===== src/rtl/uart_fifo_ctrl.sv =====
// uart_fifo_ctrl: full-duplex UART with 16x-oversampled RX, optional parity, 1/2 stop bits,
// TX/RX circular FIFOs, CTS/RTS flow control and sticky receive error flags.
module uart_fifo_ctrl #(
  parameter int DATA_BITS  = 8,
  parameter int FIFO_DEPTH = 4,
  parameter int BAUD_W     = 12
) (
  input  logic                 clk,
  input  logic                 rst_n,
  input  logic [BAUD_W-1:0]    baud_div,
  input  logic                 parity_en,
  input  logic                 parity_odd,
  input  logic                 two_stop,
  input  logic                 tx_wr,
  input  logic [DATA_BITS-1:0] tx_data,
  output logic                 tx_full,
  output logic                 tx_idle,
  output logic                 tx,
  input  logic                 cts_n,
  input  logic                 rx,
  input  logic                 rx_rd,
  output logic [DATA_BITS-1:0] rx_data,
  output logic                 rx_valid,
  output logic                 rts,
  output logic                 rx_overrun,
  output logic                 parity_err,
  output logic                 frame_err,
  input  logic                 err_clear
);

  localparam int PTR_W = $clog2(FIFO_DEPTH);
  localparam int CNT_W = PTR_W + 1;
  localparam int BIT_W = $clog2(DATA_BITS);
  localparam logic [CNT_W-1:0] FULL_CNT = CNT_W'(FIFO_DEPTH);
  localparam logic [BIT_W-1:0] LAST_BIT = BIT_W'(DATA_BITS - 1);

  typedef enum logic [2:0] {TX_IDLE, TX_START, TX_DATA, TX_PARITY, TX_STOP} tx_state_t;
  typedef enum logic [2:0] {RX_IDLE, RX_START, RX_DATA, RX_PARITY, RX_STOP} rx_state_t;

  // ---------------- oversample tick generator ----------------
  logic [BAUD_W-1:0] r_baud_cnt;
  logic              w_tick;

  // >= rather than == so a baud_div reduced on the fly cannot strand the counter above it.
  assign w_tick = (r_baud_cnt >= baud_div);

  // NOTE: sequential state uses <= so every register in the edge sees pre-edge values.
  always_ff @(posedge clk) begin
    if (!rst_n)      r_baud_cnt <= '0;
    else if (w_tick) r_baud_cnt <= '0;
    else             r_baud_cnt <= r_baud_cnt + BAUD_W'(1);
  end

  // ---------------- TX FIFO ----------------
  logic [DATA_BITS-1:0] r_tx_mem [FIFO_DEPTH];
  logic [PTR_W-1:0]     r_tx_wptr, r_tx_rptr;
  logic [CNT_W-1:0]     r_tx_count;
  logic                 w_tx_push, w_tx_pop, w_tx_empty;
  logic [DATA_BITS-1:0] w_tx_head;

  assign tx_full    = (r_tx_count == FULL_CNT);
  assign w_tx_empty = (r_tx_count == '0);
  assign w_tx_push  = tx_wr && !tx_full;
  assign w_tx_head  = r_tx_mem[r_tx_rptr];

  // NOTE: storage arrays are not reset; pointers and count alone decide which entries are live.
  always_ff @(posedge clk) begin
    if (w_tx_push) r_tx_mem[r_tx_wptr] <= tx_data;
  end

  always_ff @(posedge clk) begin
    if (!rst_n) begin
      r_tx_wptr  <= '0;
      r_tx_rptr  <= '0;
      r_tx_count <= '0;
    end else begin
      if (w_tx_push) r_tx_wptr <= r_tx_wptr + PTR_W'(1);
      if (w_tx_pop)  r_tx_rptr <= r_tx_rptr + PTR_W'(1);
      case ({w_tx_push, w_tx_pop})
        2'b10:   r_tx_count <= r_tx_count + CNT_W'(1);
        2'b01:   r_tx_count <= r_tx_count - CNT_W'(1);
        default: r_tx_count <= r_tx_count;
      endcase
    end
  end

  // ---------------- TX FSM ----------------
  tx_state_t            r_tx_state;
  logic [3:0]           r_tx_tick_cnt;
  logic [BIT_W-1:0]     r_tx_bit_idx;
  logic [DATA_BITS-1:0] r_tx_shift;
  logic                 r_tx_par_en, r_tx_par_bit, r_tx_two_stop, r_tx;
  logic                 w_tx_bit_end, w_tx_stop_done;

  assign w_tx_bit_end   = w_tick && (r_tx_tick_cnt == 4'd15);
  assign w_tx_stop_done = (r_tx_state == TX_STOP) && w_tx_bit_end &&
                          (!r_tx_two_stop || r_tx_bit_idx[0]);
  // A queued word starts straight out of the last stop bit, so frames run back to back.
  assign w_tx_pop = !w_tx_empty && !cts_n && ((r_tx_state == TX_IDLE) || w_tx_stop_done);

  always_ff @(posedge clk) begin
    if (!rst_n) begin
      r_tx_state    <= TX_IDLE;
      r_tx_tick_cnt <= '0;
      r_tx_bit_idx  <= '0;
      r_tx_shift    <= '0;
      r_tx_par_en   <= 1'b0;
      r_tx_par_bit  <= 1'b0;
      r_tx_two_stop <= 1'b0;
      r_tx          <= 1'b1;
    end else begin
      if (w_tick && (r_tx_state != TX_IDLE)) r_tx_tick_cnt <= r_tx_tick_cnt + 4'd1;
      if (w_tx_pop) begin
        r_tx_state    <= TX_START;
        r_tx          <= 1'b0;
        r_tx_tick_cnt <= '0;
        r_tx_shift    <= w_tx_head;
        r_tx_par_en   <= parity_en;
        r_tx_par_bit  <= (^w_tx_head) ^ parity_odd;
        r_tx_two_stop <= two_stop;
      end else begin
        case (r_tx_state)
          TX_IDLE: r_tx <= 1'b1;
          TX_START: begin
            if (w_tx_bit_end) begin
              r_tx_state   <= TX_DATA;
              r_tx         <= r_tx_shift[0];
              r_tx_bit_idx <= '0;
            end
          end
          TX_DATA: begin
            if (w_tx_bit_end) begin
              if (r_tx_bit_idx == LAST_BIT) begin
                r_tx_bit_idx <= '0;
                if (r_tx_par_en) begin
                  r_tx_state <= TX_PARITY;
                  r_tx       <= r_tx_par_bit;
                end else begin
                  r_tx_state <= TX_STOP;
                  r_tx       <= 1'b1;
                end
              end else begin
                r_tx_shift   <= r_tx_shift >> 1;
                r_tx         <= r_tx_shift[1];
                r_tx_bit_idx <= r_tx_bit_idx + BIT_W'(1);
              end
            end
          end
          TX_PARITY: begin
            if (w_tx_bit_end) begin
              r_tx_state   <= TX_STOP;
              r_tx         <= 1'b1;
              r_tx_bit_idx <= '0;
            end
          end
          TX_STOP: begin
            if (w_tx_stop_done)    r_tx_state   <= TX_IDLE;
            else if (w_tx_bit_end) r_tx_bit_idx <= r_tx_bit_idx + BIT_W'(1);
          end
          default: begin
            r_tx_state <= TX_IDLE;
            r_tx       <= 1'b1;
          end
        endcase
      end
    end
  end

  assign tx      = r_tx;
  assign tx_idle = w_tx_empty && (r_tx_state == TX_IDLE);

  // ---------------- RX synchroniser and FSM ----------------
  logic                 r_rx_meta, r_rx_sync, r_rx_prev;
  rx_state_t            r_rx_state;
  logic [3:0]           r_rx_tick_cnt;
  logic [BIT_W-1:0]     r_rx_bit_idx;
  logic [DATA_BITS-1:0] r_rx_shift;
  logic                 r_rx_par_en, r_rx_par_odd, r_rx_par_bad;
  logic                 w_rx_fall, w_rx_mid_bit, w_rx_push;

  always_ff @(posedge clk) begin
    if (!rst_n) begin
      r_rx_meta <= 1'b1;
      r_rx_sync <= 1'b1;
      r_rx_prev <= 1'b1;
    end else begin
      r_rx_meta <= rx;
      r_rx_sync <= r_rx_meta;
      r_rx_prev <= r_rx_sync;
    end
  end

  assign w_rx_fall    = r_rx_prev && !r_rx_sync;
  assign w_rx_mid_bit = w_tick && (r_rx_tick_cnt == 4'd15);
  assign w_rx_push    = (r_rx_state == RX_STOP) && w_rx_mid_bit;

  always_ff @(posedge clk) begin
    if (!rst_n) begin
      r_rx_state    <= RX_IDLE;
      r_rx_tick_cnt <= '0;
      r_rx_bit_idx  <= '0;
      r_rx_shift    <= '0;
      r_rx_par_en   <= 1'b0;
      r_rx_par_odd  <= 1'b0;
      r_rx_par_bad  <= 1'b0;
    end else begin
      if (w_tick) r_rx_tick_cnt <= r_rx_tick_cnt + 4'd1;
      case (r_rx_state)
        RX_IDLE: begin
          if (w_rx_fall) begin
            r_rx_state    <= RX_START;
            r_rx_tick_cnt <= '0;
            r_rx_bit_idx  <= '0;
            r_rx_par_en   <= parity_en;
            r_rx_par_odd  <= parity_odd;
            r_rx_par_bad  <= 1'b0;
          end
        end
        RX_START: begin
          // Half a bit in: a line back high means the edge was a glitch.
          if (w_tick && (r_rx_tick_cnt == 4'd7)) begin
            r_rx_tick_cnt <= '0;
            r_rx_state    <= r_rx_sync ? RX_IDLE : RX_DATA;
          end
        end
        RX_DATA: begin
          if (w_rx_mid_bit) begin
            r_rx_shift <= {r_rx_sync, r_rx_shift[DATA_BITS-1:1]};
            if (r_rx_bit_idx == LAST_BIT) r_rx_state <= r_rx_par_en ? RX_PARITY : RX_STOP;
            else                          r_rx_bit_idx <= r_rx_bit_idx + BIT_W'(1);
          end
        end
        RX_PARITY: begin
          if (w_rx_mid_bit) begin
            r_rx_par_bad <= (r_rx_sync != ((^r_rx_shift) ^ r_rx_par_odd));
            r_rx_state   <= RX_STOP;
          end
        end
        RX_STOP: begin
          if (w_rx_mid_bit) r_rx_state <= RX_IDLE;
        end
        default: r_rx_state <= RX_IDLE;
      endcase
    end
  end

  // ---------------- RX FIFO ----------------
  logic [DATA_BITS-1:0] r_rx_mem [FIFO_DEPTH];
  logic [PTR_W-1:0]     r_rx_wptr, r_rx_rptr;
  logic [CNT_W-1:0]     r_rx_count;
  logic                 w_rx_full, w_rx_pop, w_rx_accept;

  assign w_rx_full   = (r_rx_count == FULL_CNT);
  assign rx_valid    = (r_rx_count != '0);
  assign rts         = w_rx_full;
  assign w_rx_pop    = rx_rd && rx_valid;
  // When full, a simultaneous pop frees the slot the write pointer already points at.
  assign w_rx_accept = w_rx_push && (!w_rx_full || w_rx_pop);
  assign rx_data     = rx_valid ? r_rx_mem[r_rx_rptr] : '0;

  always_ff @(posedge clk) begin
    if (w_rx_accept) r_rx_mem[r_rx_wptr] <= r_rx_shift;
  end

  always_ff @(posedge clk) begin
    if (!rst_n) begin
      r_rx_wptr  <= '0;
      r_rx_rptr  <= '0;
      r_rx_count <= '0;
    end else begin
      if (w_rx_accept) r_rx_wptr <= r_rx_wptr + PTR_W'(1);
      if (w_rx_pop)    r_rx_rptr <= r_rx_rptr + PTR_W'(1);
      case ({w_rx_accept, w_rx_pop})
        2'b10:   r_rx_count <= r_rx_count + CNT_W'(1);
        2'b01:   r_rx_count <= r_rx_count - CNT_W'(1);
        default: r_rx_count <= r_rx_count;
      endcase
    end
  end

  // ---------------- sticky error flags ----------------
  logic r_rx_overrun, r_parity_err, r_frame_err;

  // A new error in the clearing cycle wins over err_clear.
  always_ff @(posedge clk) begin
    if (!rst_n) begin
      r_rx_overrun <= 1'b0;
      r_parity_err <= 1'b0;
      r_frame_err  <= 1'b0;
    end else begin
      r_rx_overrun <= (r_rx_overrun && !err_clear) || (w_rx_push && w_rx_full && !w_rx_pop);
      r_parity_err <= (r_parity_err && !err_clear) || (w_rx_push && r_rx_par_bad);
      r_frame_err  <= (r_frame_err  && !err_clear) || (w_rx_push && !r_rx_sync);
    end
  end

  assign rx_overrun = r_rx_overrun;
  assign parity_err = r_parity_err;
  assign frame_err  = r_frame_err;

endmodule

===== config.mk =====
export PLATFORM = sky130hd
export DESIGN_NAME = uart_fifo_ctrl
export DESIGN_NICKNAME = d
export VERILOG_FILES = /design/src/rtl/uart_fifo_ctrl.sv
export SDC_FILE = /design/constraint.sdc
export NUM_CORES = 1
export LEC_CHECK = 0
export ABC_AREA = 0
export CAP_MARGIN = 10
export CORE_MARGIN = 1.5
export CORE_UTILIZATION = 45
export DETAILED_ROUTE_END_ITERATION = 8
export PLACE_DENSITY = 0.64
export SLEW_MARGIN = 10
export SYNTH_ARGS = -nofsm -noshare
export SYNTH_HDL_FRONTEND = slang
export SYNTH_SLANG_ARGS = --single-unit

===== constraint.sdc =====
create_clock -name clk -period 8 [get_ports clk]
set_clock_uncertainty 0.15 [all_clocks]
set_input_delay 1.6 -clock clk [delete_from_list [all_inputs] [get_ports clk]]
set_output_delay 1.6 -clock clk [all_outputs]
set_load 0.03 [all_outputs]

==> results of run 1 <==
placed cells by master, fill, tap and decap left out, drive strengths merged, types with 2 or more instances in the layout:
master and count:
xnor2 25, xor2 15, o21ai 12, and3 8, nor4b 2, nand3 21
nand3b 5, inv 40, a22oi 9, nor2b 4, nand2 33, clkinv 3
bufinv 2, o31ai 3, nor2 69, nor3b 2, nor4 2, a21o 2
nor3 5, nand2b 11, and2 20, clkbuf 17, dfxtp 79, edfxtp 64
nand4 6, mux2i 15, clkinvlp 2, fa 2, o21a 2, mux4 16
ha 28, clkdlybuf4s50 45, a211oi 4, or3 6, buf 2, a21oi 41
registers in the layout, summed over array words and instances (netlist names), 3 cells and up, named ones only:
signal,cells
r_baud_cnt,12
r_rx_bit_idx,3
r_rx_count,3
r_rx_mem,32
r_rx_shift,8
r_rx_state,3
r_rx_tick_cnt,4
r_tx_bit_idx,3
r_tx_count,3
r_tx_mem,32
r_tx_shift,8
r_tx_state,3
r_tx_tick_cnt,4
Yosys cell counts (15+ instances only):
library cell  number  area, um2
a21oi_1           39        195
nand3_1           21        105
mux2i_1           15        150
clkbuf_1          17       63.8
and2_1            18        113
nand2_1           33        124
xnor2_1           25        219
inv_1             31        116
ha_1              28        350
edfxtp_1          64       1920
nor2_1            69        259
xor2_1            15        131
mux4_2            16        360
dfxtp_1           79       1580
layer usage:
layer / part of all wire (%) / wire length, um / GRT usage (%) / vias to the layer above
met5: 0 / 0 / 0 / -
met4: 1.7 / 205 / 6.69 / 0
met3: 4.3 / 518 / 5.67 / 16
met2: 48 / 5860 / 28.3 / 70
met1: 46 / 5570 / 21.2 / 2034
li1: - / - / - / 2108
kinds of logic (layout without fill, tap and decap cells):
| family | Yosys count | count (layout) | share of synthesized area, % |
|---|---|---|---|
| AOI/OAI and AO/OA | 78 | 78 | 7.94 |
| adders and majority gates | 30 | 30 | 6.03 |
| DFF | 143 | 143 | 54.1 |
| muxes | 32 | 32 | 8.06 |
| and+or+nand+nor | 196 | 196 | 15.0 |
| xor gates and xnor gates | 40 | 40 | 5.41 |
| buffers and inverters | 56 | 111 | 3.44 |
per-stage QoR:
step | hold WS [ns] | instances | total power, mW | worst slack, ns | util, %
6_report | 0.271 | 810 | 2.09 | 2.90 | 54.7
3_3_place_gp | 0.256 | 779 | 1.31 | 2.63 | 50.5
3_5_place_dp | 0.257 | 779 | 1.32 | 2.46 | 50.5
5_1_grt | 0.305 | 810 | 2.18 | 2.60 | 54.7
2_1_floorplan | 0.236 | 575 | 1.21 | 3.34 | -
4_1_cts | 0.271 | 810 | 2.10 | 2.88 | 54.7
how the worst max path moves through the flow:
stage / from / to / slack (ns) / cells past startpoint
final: baud_div[11] / r_tx_count[2] / 2.90 / 15
after global routing: baud_div[11] / r_tx_count[2] / 2.60 / 15
after CTS: baud_div[11] / r_tx_count[2] / 2.88 / 15
after detailed placement: baud_div[11] / r_tx_count[2] / 2.46 / 15
after global placement: baud_div[11] / r_tx_count[2] / 2.63 / 15
after floorplan: baud_div[11] / r_tx_count[2] / 3.34 / 15
worst max-delay path, stage by stage:
cell and delay, ns:
clkdlybuf4s50_1 0.45, inv_1 0.04, ha_1 0.33, nand4_2 0.14
nor4_2 0.28, o31ai_1 0.23, a21oi_2 0.45, a22oi_4 0.21
inv_2 0.27, ha_1 0.23, inv_1 0.06, fa_1 0.37
xor2_1 0.16, or3_1 0.31, a21oi_1 0.14
area by class of cell:
class                      instances  share of cell area (%)
tap                              180                    2.95
multi-input combinational        376                    35.9
timing repair buffer              47                    6.09
sequential                       143                    45.8
inverter                          33                    1.62
clock inverter                    14                    2.05
clock buffer                      17                    5.56
where the power goes:
part,switching [mW],internal [mW],total (mW)
Sequential,0.0599,0.825,0.885
Clock,0.315,0.463,0.778
Combinational,0.228,0.195,0.423
==> impl_metrics.ini, run 1 <==
[status]
status = completed

[global_route]
grt_max_degree = 46
grt_first_pass_wirelength_um = 19900
antenna_found_initial = 0
grt_pass1_vias = 4206
grt_overflow = 0
gr-usage-all-layers_pct = 17.3

[drt]
final_antenna_net_count = 0
drtIter0Drc = 260
routed_wl_um = 12200
vias_per_cell = 5.22
wl_per_cell_um = 15.0
drcViolationCount = 0
drt_pass1_iterations = 4
vias = 4228

[placement]
gp_congestion = 0.766
dpl_cell_area_um2 = 7070
place_hpwl_um = 8510
numPortBuffers = 45

[min_path]
hold_depth = 1
hold_class = reg -> reg
min_to = r_rx_sync
worstHoldStart = r_rx_meta

[timing]
fin_setup_tns_ns = 0
hold_viol_final = 0
maxSlewViolCount = 0
setup_viol = 0
max_slew.worst_pin.slew_ns = 1.10
rsz0062_at_grt = no
min_period_ns = 5.10
max_slew_margin_pct = 26.2
period_share_pct = 63.7
clock.fmax_ghz = 0.196

[clocking]
root_buffer = clkbuf_16
clk_pin_slew_ns = 0.06
cts_max_path_buffers = 2
cts_tree = yes
cts_hold_buf = 0
numCtsBuffers = 17
numClockSinks = 143
clk_latency_ns = 0.42
htree_levels = 4
cts_setup_buffers = 0
cts_resized = 0

[final_layout]
syn2layout_area_growth_pct = 18.1
multi_input_area_um2 = 2750
diodes = 0
fin_area_um2 = 7650
regArea_um2 = 3500
fin_nets = 678
drive_above_1_share_pct = 9.68
nFillCells = 1198

[setup_path]
crit_path_start_kind = primary input
ff2ff_path_depth = 14
cp_max_fo = 16
crit-reg2reg-capture = r_tx_count[2]
r2r_slack_ns = 4.10
cp.required_ns = 8.19
reg2reg_from = r_baud_cnt[0]
cp-end-kind = flop
critPathArrivalTime_ns = 5.29
path_class = in -> reg

[yosys]
synthFlopType = dfxtp_1
ys_seq_area_share_pct = 54.1
synth-edff-count = 64
syn-instance-count = 575
ys_async_sr_fraction_pct = 0
syn_avg_cell_area_um2 = 11.3
synth_seq_cells = 143
synth_area_um2 = 6470
synthesis.nets = 635
yosysUniqueCellTypes = 50
synth_warnings = 0

[pwr]
irDropWorstVdd_uv = 194
powerDensity_nw_per_um2 = 273
total_leakage_power_nw = 2.86

[floorplanning]
die_w_um = 123
rows = 43
dieArea_um2 = 15100
ios = 46
core_um2 = 14000
fp.dieH_um = 123
initial_core_util_pct = 46.3

[flow_run]
drv_cap = 0
No activity file was read; power rests on OpenSTA's default activity.
==> run 2: changes to the inputs <==
--- a/config.mk
+++ b/config.mk
@@ -10,7 +10,7 @@
 export CORE_MARGIN = 1.5
 export CORE_UTILIZATION = 45
 export DETAILED_ROUTE_END_ITERATION = 8
-export PLACE_DENSITY = 0.64
+export PLACE_DENSITY = 0.66
 export SLEW_MARGIN = 10
 export SYNTH_ARGS = -nofsm -noshare
 export SYNTH_HDL_FRONTEND = slang
==> constraint.sdc (replaced) <==
create_clock -name clk -period 4.23 [get_ports clk]
set_clock_uncertainty 0.15 [all_clocks]
set_input_delay 0.846 -clock clk [delete_from_list [all_inputs] [get_ports clk]]
set_output_delay 0.846 -clock clk [all_outputs]
set_load 0.03 [all_outputs]
==> impl_metrics.ini, run 2 (same netlist as run 1, synthesis figures left out) <==
[status]
status = completed

[setup_path]
worstPathCellList = clkdlybuf4s50_1, inv_1, ha_1, a21o_1, a21o_1, a2111oi_4, a211o_4, nand3_1, fa_1, or3_1, and3_1, o31a_1
reg2reg_from = r_baud_cnt[9]
crit_family = compound AO/OA/AOI/OAI gates
crit_path_start_kind = primary input
cp-end-kind = flop
crit_top_cell = a21o_1
slowest_delay_ns = 0.52
critPathArrivalTime_ns = 4.09
ff2ff_path_depth = 10
crit-reg2reg-capture = r_rx_count[2]
path_class = in -> reg
cp.required_ns = 4.39
critPathBufInv = 2
r2r_slack_ns = 0.82
cp_max_fo = 4
slowest_stage = a2111oi_4

[pwr]
powerDensity_nw_per_um2 = 507
irDropWorstVdd_uv = 263
power_mw = 3.91
total_leakage_power_nw = 2.90

[clocking]
cts_hold_buf = 0
cts_max_path_buffers = 2
cts_resized = 0
root_buffer = clkbuf_16
htree_levels = 4
numCtsBuffers = 17
clk_pin_slew_ns = 0.06
numClockSinks = 143
cts_tree = yes
cts_setup_buffers = 0
clk_latency_ns = 0.43

[floorplanning]
core_um2 = 14000
initial_core_util_pct = 46.3
rows = 43
dieArea_um2 = 15100
ios = 46
die_w_um = 123
fp.dieH_um = 123

[placement]
gp_congestion = 0.802
dpl_cell_area_um2 = 7130
post-place-ws_ns = -0.146
place_hpwl_um = 8380
numPortBuffers = 45

[global_route]
antenna_found_initial = 0
grt_max_degree = 46
grt_overflow = 0
grt_first_pass_wirelength_um = 19900
grt_pass1_vias = 4185
gr-usage-all-layers_pct = 17.5

[timing]
setup_viol = 0
period_share_pct = 93.1
hold_viol_final = 0
rsz0062_at_grt = no
min_period_ns = 3.94
clock.fmax_ghz = 0.254
max_slew.worst_pin.slew_ns = 0.791
max_slew_margin_pct = 47.2
maxSlewViolCount = 0
setup_ws_ns = 0.294

[drt]
wl_per_cell_um = 14.7
vias_per_cell = 5.18
vias = 4245
final_antenna_net_count = 0
routed_wl_um = 12000
drcViolationCount = 0
drtIter0Drc = 245
drt_pass1_iterations = 4

[final_layout]
syn2layout_area_growth_pct = 19.1
reg_top3 = r_rx_mem (32), r_tx_mem (32), r_baud_cnt (12)
fin_nets = 687
diodes = 0
nFillCells = 1160
layout_commonest_cell = dfxtp_1
fin_area_um2 = 7710
drive_above_1_share_pct = 11.3
post-route-util_pct = 55.1
layout_common_cells = 79 x dfxtp_1, 69 x nor2_1, 64 x edfxtp_1

[min_path]
hold_class = reg -> reg
min_to = r_rx_sync
worstHoldStart = r_rx_meta
hold_depth = 1

[flow_run]
drv_cap = 0
==> run 2: cell type report <==
type / count / area (um2) / share of cell area (%)
Multi-Input combinational cell: 376 / 2750 / 35.6
Timing Repair Buffer: 56 / 533 / 6.92
Clock inverter: 15 / 149 / 1.93
Tap cell: 180 / 225 / 2.92
Inverter: 33 / 124 / 1.61
Sequential cell: 143 / 3500 / 45.5
Clock buffer: 17 / 425 / 5.52
==> run 2: stage by stage <==
| step | instances | setup TNS, ns | hold slack, ns |
|---|---|---|---|
| 6_report | 820 | 0 | 0.255 |
| 5_1_grt | 820 | 0 | 0.276 |
| 4_1_cts | 820 | 0 | 0.256 |
| 3_5_place_dp | 788 | -0.146 | 0.242 |
| 3_3_place_gp | 788 | -0.0345 | 0.244 |
| 2_1_floorplan | 575 | 0 | 0.236 |
==> run 2: how the worst max path moves through the flow <==
stage                  from       endpoint  slack [ns]  depth (start not counted)
6_report        baud_div[9]  r_rx_count[2]        0.29                         12
5_1_grt         baud_div[9]  r_rx_count[2]        0.17                         12
2_1_floorplan  baud_div[11]  r_tx_count[2]        0.32                         15
3_3_place_gp    baud_div[9]  r_rx_count[2]       -0.03                         12
4_1_cts         baud_div[9]  r_rx_count[2]        0.29                         12
3_5_place_dp    baud_div[9]  r_rx_count[2]       -0.15                         12
==> run 2: power by group <==
part,internal [mW],switching (mW)
clock network,0.826,0.610
registers,1.56,0.110
logic,0.383,0.422
==> run 2: metal layers <==
layer / vias to the layer above / part of all wire [%] / global-route usage [%]
li1: 2136 / - / -
met1: 2027 / 45 / 21.8
met2: 67 / 49 / 28.3
met3: 15 / 4.0 / 5.58
met4: 0 / 1.5 / 7.12
met5: - / 0 / 0
==> RTL edit 1, RTL diff (config.mk and constraints of run 2) <==
Re-encode `rx_state_t` (5 states) as one-hot, 5 bits wide.
--- a/src/rtl/uart_fifo_ctrl.sv
+++ b/src/rtl/uart_fifo_ctrl.sv
@@ -37,3 +37,3 @@
   typedef enum logic [2:0] {TX_IDLE, TX_START, TX_DATA, TX_PARITY, TX_STOP} tx_state_t;
-  typedef enum logic [2:0] {RX_IDLE, RX_START, RX_DATA, RX_PARITY, RX_STOP} rx_state_t;
+  typedef enum logic [4:0] {RX_IDLE = 5'b00001, RX_START = 5'b00010, RX_DATA = 5'b00100, RX_PARITY = 5'b01000, RX_STOP = 5'b10000} rx_state_t;
 
Function: same outputs for any inputs over 10 cycles, from zero or initial values and one cycle with rst_n low; not proved beyond that.
==> RTL edit 1 against run 2 <==
Routed wire length up 2.4%; power up 6.9%; sequential cell count up 2; largest cell class unchanged; cell area up 2.1%; worst setup slack better by 0.20 ns; sequential share of layout area down 0.44 points; global-route usage down 0.64 points; area after synthesis up 2.4%.
==> RTL edit 1: results (changes against run 2) <==
* Syn Inst Count at 584 (+1.6%)
* Syn_nets at 644 (+1.4%)
* Total track usage at 16.9% (-0.64 points)
* DP Wirelength at 8650 um (+3.2%)
* CP max FO at 9 (+5)
* Crit-path slowest cell: a2111o_1
* Cell with the most instances after synthesis: dfxtp_1
* Iteration-0 DRC Markers at 243 (-0.82%)
* CP max stage delay at 0.44 ns (-0.08 ns)
* Worst reg-to-reg setup slack at 0.89 ns (+0.07 ns)
* Status: completed
* Layout Nets at 692 (+0.73%)
* Root Driver: clkbuf_16
* Non-Filler Instances at 829 (+1.1%)
* Vias in the first global route at 4432 (+5.9%)
* Leakage at 2.92 nW (+0.59%)
* Max_slew headroom at 44.4% (-2.8 points)
* Global-route wire length before repair at 21000 um (+5.7%)
* Worst EP arrival at 3.86 ns (-0.23 ns)
* Routed vias/inst at 5.22 (+0.92%)
* Number of distinct library cells after synthesis at 62 (+24%)
* R2R depth at 12 (+2)
* Placed Cells at 797 (+1.1%)
* Maximum vdd drop at 0.372 mV (+42%)
* Gpl congestion at 0.790 (-1.6%)
* Largest net degree at the start of global routing at 51 (+11%)
* Met3 usage at 4.51% (-1.1 points)
* List of most frequent post-synthesis cells: dfxtp_1, nor2_1, edfxtp_1
* 1st-pass router iterations at 6 (+2)
* Share of cells above drive strength 1 at 9.77% (-1.5 points)
* IO Port Bufs at 45 (unchanged)
* Worst r2r src: r_baud_cnt[0]
* Synth area leaders: edfxtp_1, dfxtp_1, mux4_2
* Seq/Total Area, Yosys at 53.5% (-0.66 points)
* Drt total wl at 12300 um (+2.4%)
* Met1 Use GR at 20.0% (-1.8 points)
* Met2 usage at 29.8% (+1.5 points)
[RTL edit 1: worst max-delay path by stage]
stage,start,to,depth (start not counted)
3_5_place_dp,baud_div[0],r_rx_count[2],12
2_1_floorplan,baud_div[11],r_tx_count[2],12
3_3_place_gp,baud_div[0],r_rx_count[2],12
4_1_cts,baud_div[0],r_rx_count[2],12
5_1_grt,baud_div[0],r_rx_count[2],11
6_report,baud_div[0],r_rx_count[2],12
[RTL edit 1: layout make-up]
type	count	area, um^2
clock inverters	10	156
clock buffers	22	465
multi-input cells	383	2850
flip-flops and latches	145	3540
fillers	1250	6610
repair buffers	52	503
inverters	33	124
well taps	184	230
[RTL edit 1: routing by layer]
layer  wire length [um]  vias to the layer above
met5                  0                        -
met4                126                        0
met1               5490                     2073
li1                   -                     2162
met3                519                       13
met2               6200                       83
[RTL edit 1: logic make-up after synthesis]
group	count (synthesis)	synth area share [%]
xor+xnor	43	5.68
buf+inv	56	3.64
mux	34	8.15
simple gates	193	14.6
compound gates	83	8.59
flops	145	53.5
fa+ha+maj	30	5.89
[RTL edit 1: power breakdown]
part | switching (W) | internal (W) | total (W)
Sequential | 0.000130 | 0.00159 | 0.00172
Clock | 0.000539 | 0.00102 | 0.00156
Combinational | 0.000492 | 0.000415 | 0.000907
Total | 0.00116 | 0.00302 | 0.00418
[RTL edit 1: worst register-to-register path: stages (launching register included)]
cell and delay [ns]:
dfxtp_1 0.40, inv_1 0.06, ha_1 0.26, nand2b_1 0.13, a2111o_1 0.44, a41oi_4 0.42, a21oi_4 0.16, or2_2 0.31
fa_1 0.43, nand2_1 0.12, nor4_1 0.06, a21oi_1 0.13, a31oi_1 0.12
[RTL edit 1: through the flow]
step	cell area, um^2	hold slack, ns	power (W)	setup slack [ns]
floorplan	6630	0.236	0.00241	0.656
global placement	7250	0.268	0.00263	0.213
global route	7870	0.302	0.00439	0.333
finish	7870	0.282	0.00418	0.494
CTS	7870	0.288	0.00423	0.509
detailed placement	7250	0.275	0.00266	0.0899
==> RTL edit 2, RTL diff (flow settings as in run 2) <==
Made on the original files. The parameter `FIFO_DEPTH` goes from 4 to 8.
--- a/src/rtl/uart_fifo_ctrl.sv
+++ b/src/rtl/uart_fifo_ctrl.sv
@@ -4,3 +4,3 @@
   parameter int DATA_BITS  = 8,
-  parameter int FIFO_DEPTH = 4,
+  parameter int FIFO_DEPTH = 8,
   parameter int BAUD_W     = 12
Formal check against the unedited RTL: not equivalent (Yosys sat finds a counterexample within 10 cycles, from zero or initial values and one cycle with rst_n low).
==> RTL edit 2 against run 2 <==
Area after synthesis rose by 43%; worst setup slack lost 0.047 ns; sequential share of layout area rose by 5.3 points; critical path type unchanged; power increased by 46%; hold slack improved by 0.030 ns; via count up 36%; sequential cell count increased by 72; cell area grew 43%; routed wire length grew 48%.
==> RTL edit 2: results (changes against run 2) <==
* Crit-path slowest cell: clkdlybuf4s50_1
* Syn_nets at 782 (+23%)
* Layout Nets at 854 (+24%)
* Placed Cells at 1040 (+32%)
* Non-Filler Instances at 1081 (+32%)
* Largest family of logic cells by synthesized area: multiplexers
* Largest regs: r_rx_mem x64, r_tx_mem x64, r_baud_cnt x12
* Gpl congestion at 0.812 (+1.1%)
* Maximum vdd drop at 0.317 mV (+20%)
* Mux cell area share after synthesis at 11.8% (+3.7 points)
* Syn Inst Count at 723 (+26%)
* Placement Cell Area at 10200 um^2 (+43%)
* # Post-CTS Setup Buffers at 0 (unchanged)
* Initial antenna violation count at 0 (unchanged)
* Maxcap violations at 0 (unchanged)
* Seq/Total Area, Yosys at 60.2% (+6.1 points)
* CP max stage delay at 0.46 ns (-0.06 ns)
* Compound-Gate Fraction of Synth Area at 6.54% (-1.4 points)
* Clk_lat worst skew at 0.49 ns (+0.06 ns)
* Cell area after layout at 11000 um^2 (+43%)
* Max Buffers Root-to-Sink at 3 (+1)
* Vias at 5768 (+36%)
* Worst Setup SP: baud_div[9]
* List of most frequent post-synthesis cells: edfxtp_1, dfxtp_1, nor2_1, nand2_1, a21oi_1
* EDFF count, synth at 128 (+100%)
* Clock-pin slew on the worst setup and hold paths at 0.06 ns (about the same)
* Status: completed
* Predominant post-synthesis flop cell: edfxtp_1
* Largest net degree at the start of global routing at 56 (+22%)
* # resized after CTS at 0 (unchanged)
* Synth area leaders: edfxtp_1, dfxtp_1, mux4_2
* Total track usage at 17.1% (-0.47 points)
* Worst EP arrival at 4.24 ns (+0.15 ns)
* Worst-Margin Slew at 0.965 ns (+0.174 ns)
* Share of cells above drive strength 1 at 13.7% (+2.4 points)
* WL per Instance at 16.5 um (+12%)
* XOR/XNOR Fraction of Synth Area at 4.06% (-1.4 points)
* Cts bufs inserted at 23 (+6)
* CP max FO at 3 (-1)
* Leakage at 3.98 nW (+37%)
* 1st-pass router iterations at 4 (unchanged)
* DP Wirelength at 12000 um (+43%)
* Worst r2r src: r_baud_cnt[0]
* Async set-reset flop share out of synthesis at 0% (unchanged)
* Global-route wire length before repair at 29500 um (+48%)
* Fill cell count at 1625 (+40%)
* Root Driver: clkbuf_16
* Number of distinct library cells after synthesis at 54 (+8.0%)
* H-tree depth at 1 (-3)
* Vias in the first global route at 5856 (+40%)
* Post-Synth Adder-Cell Area at 3.99% (-2.0 points)
* Iteration-0 DRC Markers at 392 (+60%)
* Hold Buf Count CTS at 0 (unchanged)
## RTL edit 2: routing by layer
metal	vias up	track usage, %	share of wire [%]
met1	2814	21.3	43
met4	0	4.39	1.7
li1	2805	-	-
met2	122	30.4	51
met3	27	3.13	4.3
met5	-	0	0
## RTL edit 2: area by class of cell
cell class,instances,share of cell area [%]
multi-input cells,450,31.7
well taps,270,3.07
inverters,28,0.956
clock buffers,26,5.34
flip-flops and latches,215,50.8
clock inverters,15,1.82
repair buffers,77,6.28
## RTL edit 2: logic make-up after synthesis
kind of cell               Yosys count
AOI/OAI and AO/OA                   95
xor gates and xnor gates            43
adders and majority gates           29
buffers and inverters               58
DFF                                215
muxes                               69
and+or+nand+nor                    214
## RTL edit 2: path summary, 6_finish.rpt
| check | end | slack [ns] | depth (start not counted) |
|---|---|---|---|
| hold reg to reg | r_rx_sync | 0.28 | 1 |
| hold / removal | r_rx_sync | 0.28 | 1 |
| setup reg to reg | r_tx_count[3] | 0.61 | 16 |
| setup / recovery | r_tx_count[3] | 0.25 | 17 |
## RTL edit 2: report_power, final
part / internal (W) / switching [W] / total [W]
logic: 0.000549 / 0.000614 / 0.00116
registers: 0.00234 / 0.000140 / 0.00248
clock network: 0.00130 / 0.000776 / 0.00208
total: 0.00419 / 0.00153 / 0.00572
## RTL edit 2: critical path, delay by kind of cell
family,cells,cell delay [ns]
muxes,1,0.33
buffers and inverters,5,0.82
and+or+nand+nor,1,0.34
adders and majority gates,2,0.50
AOI/OAI and AO/OA,8,1.40
## RTL edit 2: per-stage QoR
stage / setup TNS, ns / worst slack, ns / hold slack, ns
after global routing: 0 / 0.0388 / 0.310
final: 0 / 0.247 / 0.285
after CTS: 0 / 0.0446 / 0.286
after floorplan: 0 / 0.119 / 0.236
after detailed placement: -1.01 / -0.458 / 0.259
after global placement: -0.403 / -0.209 / 0.263
